`config.mk`:
```
export PLATFORM = sky130hd
export DESIGN_NAME = fir_decim_serial
export DESIGN_NICKNAME = d
export VERILOG_FILES = /design/src/rtl/fir_decim_serial.sv
export SDC_FILE = /design/constraint.sdc
export NUM_CORES = 2
export LEC_CHECK = 0
export CELL_PAD_IN_SITES_DETAIL_PLACEMENT = 0
export CELL_PAD_IN_SITES_GLOBAL_PLACEMENT = 1
export CORE_MARGIN = 1.5
export CORE_UTILIZATION = 38
export CTS_CLUSTER_DIAMETER = 30
export DETAILED_ROUTE_END_ITERATION = 12
export HOLD_SLACK_MARGIN = 0.12
export PLACE_DENSITY_LB_ADDON = 0.15
export RECOVER_POWER = 50
export SLEW_MARGIN = 20
export SYNTH_ARGS = -nofsm -noshare
export SYNTH_HDL_FRONTEND = slang
export SYNTH_SLANG_ARGS = --single-unit
```
`constraint.sdc`:
```
create_clock -name clk -period 21.3 [get_ports clk]
set_clock_uncertainty 0.05 [all_clocks]
set_input_delay 6.39 -clock clk [delete_from_list [all_inputs] [get_ports clk]]
set_output_delay 6.39 -clock clk [all_outputs]
set_load 0.05 [all_outputs]
```
`src/rtl/fir_decim_serial.sv`:
```
// Serial decimating FIR: one multiply-accumulate per cycle over a circular sample buffer.
// Produces one output for every DECIM accepted samples, with a valid/ready handshake on both sides.
module fir_decim_serial #(
    parameter int TAPS  = 16,
    parameter int WIDTH = 16,
    parameter int DECIM = 4
) (
    input  logic                     clk,
    input  logic                     rst,
    input  logic                     in_valid,
    output logic                     in_ready,
    input  logic signed [WIDTH-1:0]  din,
    output logic                     out_valid,
    input  logic                     out_ready,
    output logic signed [WIDTH-1:0]  dout,
    input  logic                     coef_we,
    input  logic [$clog2(TAPS)-1:0]  coef_addr,
    input  logic signed [WIDTH-1:0]  coef_data
);

    localparam int AW    = $clog2(TAPS);
    localparam int PW    = (DECIM > 1) ? $clog2(DECIM) : 1;
    localparam int ACC_W = 2 * WIDTH + AW;

    localparam logic [1:0] S_IDLE = 2'd0;
    localparam logic [1:0] S_MAC  = 2'd1;
    localparam logic [1:0] S_OUT  = 2'd2;

    logic [1:0]               state;
    logic signed [WIDTH-1:0]  samples [TAPS];
    logic signed [WIDTH-1:0]  coefs   [TAPS];
    logic [AW-1:0]            wr_ptr;
    logic [AW-1:0]            rd_ptr;
    logic [AW-1:0]            tap;
    logic [PW-1:0]            phase;
    logic signed [ACC_W-1:0]  acc;
    logic signed [2*WIDTH-1:0] prod;
    logic signed [ACC_W-1:0]  acc_sum;
    logic                     accept;
    logic                     coef_addr_ok;

    function automatic logic [AW-1:0] ptr_inc(input logic [AW-1:0] p);
        return (p == AW'(TAPS - 1)) ? '0 : p + 1'b1;
    endfunction

    function automatic logic [AW-1:0] ptr_dec(input logic [AW-1:0] p);
        return (p == '0) ? AW'(TAPS - 1) : p - 1'b1;
    endfunction

    // Arithmetic shift right by WIDTH then keep WIDTH bits: plain truncation, overflow wraps.
    function automatic logic signed [WIDTH-1:0] trunc_out(input logic signed [ACC_W-1:0] a);
        return a[2*WIDTH-1:WIDTH];
    endfunction

    assign in_ready     = (state == S_IDLE);
    assign out_valid    = (state == S_OUT);
    assign accept       = in_valid && in_ready;
    assign coef_addr_ok = ({1'b0, coef_addr} < (AW + 1)'(TAPS));

    // The single multiplier: tap k pairs h[k] with x[n-k], walking the buffer backwards from the newest sample.
    assign prod    = coefs[tap] * samples[rd_ptr];
    assign acc_sum = acc + ACC_W'(prod);

    always_ff @(posedge clk) begin
        if (rst) begin
            state  <= S_IDLE;
            wr_ptr <= '0;
            rd_ptr <= '0;
            tap    <= '0;
            phase  <= '0;
            acc    <= '0;
            dout   <= '0;
            for (int i = 0; i < TAPS; i++) begin
                samples[i] <= '0;
                coefs[i]   <= '0;
            end
        end else begin
            case (state)
                S_IDLE: begin
                    if (coef_we && coef_addr_ok) begin
                        coefs[coef_addr] <= coef_data;
                    end
                    if (accept) begin
                        samples[wr_ptr] <= din;
                        wr_ptr          <= ptr_inc(wr_ptr);
                        rd_ptr          <= wr_ptr;
                        tap             <= '0;
                        acc             <= '0;
                        if (phase == PW'(DECIM - 1)) begin
                            phase <= '0;
                            state <= S_MAC;
                        end else begin
                            phase <= phase + 1'b1;
                        end
                    end
                end
                S_MAC: begin
                    acc    <= acc_sum;
                    rd_ptr <= ptr_dec(rd_ptr);
                    if (tap == AW'(TAPS - 1)) begin
                        tap   <= '0;
                        dout  <= trunc_out(acc_sum);
                        state <= S_OUT;
                    end else begin
                        tap <= tap + 1'b1;
                    end
                end
                S_OUT: begin
                    if (out_ready) begin
                        state <= S_IDLE;
                    end
                end
                default: state <= S_IDLE;
            endcase
        end
    end

endmodule
```
==> impl_metrics.yaml <==
global_route:
  grt_start_max_net_pins: 65
  antenna_violations_before_repair: 2
  globalRoute.totalOverflow: 0
  total_global_routing_track_utilization_pct: 20.9
  grt_pass1_wl_microns: 153000
  first_global_vias: 24600
cells_and_area:
  fillCellCount: 8715
  area_growth_pct: 19.3
  fin_cells: 4475
  most_frequent_standard_cell_in_the_layout_excluding_fill_and_tap_cells: "sky130_fd_sc_hd__edfxtp_1"
  final_net_count: 3530
  final_layout_size_suffix_gt1_share_pct: 14.8
  seq_area_sq_um: 16800
  stdcell_area_sq_um: 43800
  layout_common_cells: "512 x sky130_fd_sc_hd__edfxtp_1, 381 x sky130_fd_sc_hd__and2_1, 351 x sky130_fd_sc_hd__inv_1, 292 x sky130_fd_sc_hd__fa_1, 207 x sky130_fd_sc_hd__nor2_1"
  multi_input_area_sq_um: 17900
yosys:
  dominantRegCellSynth: "sky130_fd_sc_hd__edfxtp_1"
  post_synth_main_area_contributors: "sky130_fd_sc_hd__edfxtp_1 42%, sky130_fd_sc_hd__fa_1 16%, sky130_fd_sc_hd__and2_1 8.9%"
  synthDominantCellAreaShare_pct: 41.9
  ys_seq_area_share_pct: 45.8
  post_synth_inst_count: 2977
  ys_async_sr_fraction_pct: 0
  synth.ff_latch_count: 584
  synth_top_area_cell: "sky130_fd_sc_hd__edfxtp_1"
  synth-edff-count: 512
  syn_nets: 3415
  mean_cell_area_of_the_mapped_netlist_sq_um: 12.3
  yosys.cell_types.count: 63
  yosys_warnings: 0
  syn_area_sq_um: 36700
power_and_ir_drop:
  total_switching_power_mw: 1.89
  power.density_cell_area_nw_per_um2: 125
  seq_power_share_pct: 23.7
  clock_power_share_pct: 41.2
  switching_share_pct: 34.4
  leakage_nw: 17.7
  pwr-share-comb_pct: 35.1
  ir_drop_uv: 100
  cell_internal_pwr_mw: 3.60
status:
  violations: "max-capacitance violations, max-slew violations"
  run_status: "complete, but fails checks"
sta:
  fmax_ghz: 0.0868
  setup_total_negative_slack_ns: 0
  maxSlewHeadroom_pct: -145
  final-max-slew-violation-count: 170
  timing.final.setup_violations: 0
  slew_of_the_pin_with_the_lowest_slew_margin_ns: 3.68
  unrepaired_setup_endpoints_after_global_routing: "no"
  final-hold-violation-count: 0
  final_critical_path_setup_slack_ns: 9.78
  min_period_ns: 11.52
  post-route-period-util_pct: 54.1
route:
  drt_first_pass_iters: 5
  dr_total_vias: 22700
  finalWirelength_microns: 99900
  drt_iter0_markers: 1383
  final_antenna_net_count: 0
  route.detailed.drc: 0
  wl_per_cell_microns: 22.3
  post_drt_via_cell_ratio: 5.07
clock_network:
  num_clock_sinks: 584
  ctsHoldBuffers: 0
  post_cts.resized_instances: 0
  clock_tree_from_tritoncts: "done"
  clkLatencyLatePin_ns: 0.72
  cts-root-buf: "sky130_fd_sc_hd__clkbuf_16"
  setup_repair_bufs_after_cts: 0
  numCtsBuffers: 145
  htree_num_levels: 4
  clock_pin_slew_on_the_worst_setup_and_hold_paths_ns: 0.04
  clk_path_buf_depth: 3
worst_setup_path:
  critical_path.max_fanout: 41
  crit_top_cell: "sky130_fd_sc_hd__fa_1"
  path_class: "register to register"
  worst-endpoint-arrival_ns: 11.98
  crit_cells: 24
  data_required_time_of_the_critical_path_ns: 21.75
  path_buf_inv: 5
  critical_path_source_type: "register"
  setup.worst_path.end_class: "register"
  crit_slowest_cell: "sky130_fd_sc_hd__clkbuf_1"
  worstPathCellList: "clkbuf_1 -> mux4_2 -> mux2_2 -> o21ai_1 -> nor2_1 -> fa_1 -> inv_1 -> fa_1 -> fa_1 -> inv_1 -> fa_1 -> fa_1 -> inv_1 -> fa_1 -> inv_1 -> ha_1 -> a21oi_1 -> nand2_1 -> a221oi_1 -> a21oi_1 -> o21ai_1 -> a21oi_1 -> xnor2_1 -> a211oi_1"
  depth_of_the_most_critical_reg_to_reg_path: 24
  worst_r2r_endpoint: "dout[13]"
  reg2reg_slack_ns: 9.78
  critPathMaxStageDelay_ns: 2.64
  critical-path-top-delay-family: "adder cells"
min_path:
  worstHoldPathType: "register to register"
  hold_path_depth: 2
  hold_path_end: "dout[7]"
  worst_hold_startpoint: "dout[7]"
die:
  design.core.area_sq_um: 95300
  die_x_microns: 314
  core.rowCount: 113
  dieArea_sq_um: 98500
  io_pins: 59
  die_height_microns: 314
  start_util_pct: 38.5
place:
  placed_area_sq_um: 38800
  dpl.hpwl_microns: 67400
  port-buffer-count: 58
  dp.cells: 4210
  detailedPlace.worstSlack_ns: 11.53
  gp_congestion: 0.835
flow_run:
  maxCapViolations: 5
state kept, by name (all words and copies together), names as in the netlist, named ones only:
register  count
coefs       256
wr_ptr        4
acc          32
phase         2
tap           4
rd_ptr        4
dout         16
samples     256
state         2
power by group through the flow:
| stage | Clock [mW] | Combinational, mW | Sequential, mW |
|---|---|---|---|
| floorplan | 0 | 1.43 | 1.32 |
| global placement | 0 | 1.94 | 1.32 |
| detailed placement | 0 | 1.95 | 1.32 |
| CTS | 2.29 | 1.97 | 1.30 |
| global route | 2.35 | 2.21 | 1.31 |
| finish | 2.26 | 1.93 | 1.30 |
worst min-delay path, delay by kind of cell (launching register included):
family / cells / cell delay (ns)
and+or+nand+nor: 1 / 0.05
DFF: 1 / 0.30
AOI/OAI and AO/OA: 1 / 0.05
cell families after synthesis:
kind of cell,share of synthesized area [%]
and+or+nand+nor,15.1
DFF,45.8
buffers and inverters,5.42
adders and majority gates,19.5
AOI/OAI and AO/OA,3.59
muxes,9.83
xor gates and xnor gates,0.774
Yosys cell counts, types with 30 or more instances:
cell,count
sky130_fd_sc_hd__edfxtp_1,512
sky130_fd_sc_hd__nand3_1,36
sky130_fd_sc_hd__a21oi_1,52
sky130_fd_sc_hd__o21ai_1,30
sky130_fd_sc_hd__dfxtp_1,72
sky130_fd_sc_hd__mux4_2,136
sky130_fd_sc_hd__and2_1,520
sky130_fd_sc_hd__o21ai_0,35
sky130_fd_sc_hd__nor2_1,214
sky130_fd_sc_hd__fa_1,292
sky130_fd_sc_hd__inv_1,350
sky130_fd_sc_hd__nand2_1,168
sky130_fd_sc_hd__clkbuf_1,134
sky130_fd_sc_hd__ha_1,105
cell type report:
type                       count  share of cell area [%]
inverter                     362                    3.10
tap                         1265                    3.62
timing repair buffer         129                    2.29
clock inverter                99                    2.89
clock buffer                 164                    8.69
sequential                   584                    38.4
antenna                        2                  0.0114
multi-input combinational   1870                    41.0
metal layers:
metal	GRT usage (%)	share of wire, %	up-vias
li1	-	-	10300
met1	27.8	44	11800
met2	35.1	49	467
met3	3.28	4.0	150
met4	6.48	2.5	0
met5	0	0	-
worst max-delay path by stage:
stage / to / startpoint
6_report: dout[13] / register
5_1_grt: dout[15] / register
4_1_cts: dout[14] / register
3_5_place_dp: dout[14] / register
3_3_place_gp: dout[14] / register
2_1_floorplan: coefs[1][0] / rst
metrics by stage:
stage	util, %	hold WS (ns)	power (mW)
after floorplan	-	0.382	2.74
after global placement	40.7	0.390	3.26
final	45.9	0.402	5.49
after detailed placement	40.7	0.399	3.28
after global routing	45.9	0.425	5.88
after CTS	46.1	0.409	5.56
Note: power is estimated with default switching activity, not from simulation.
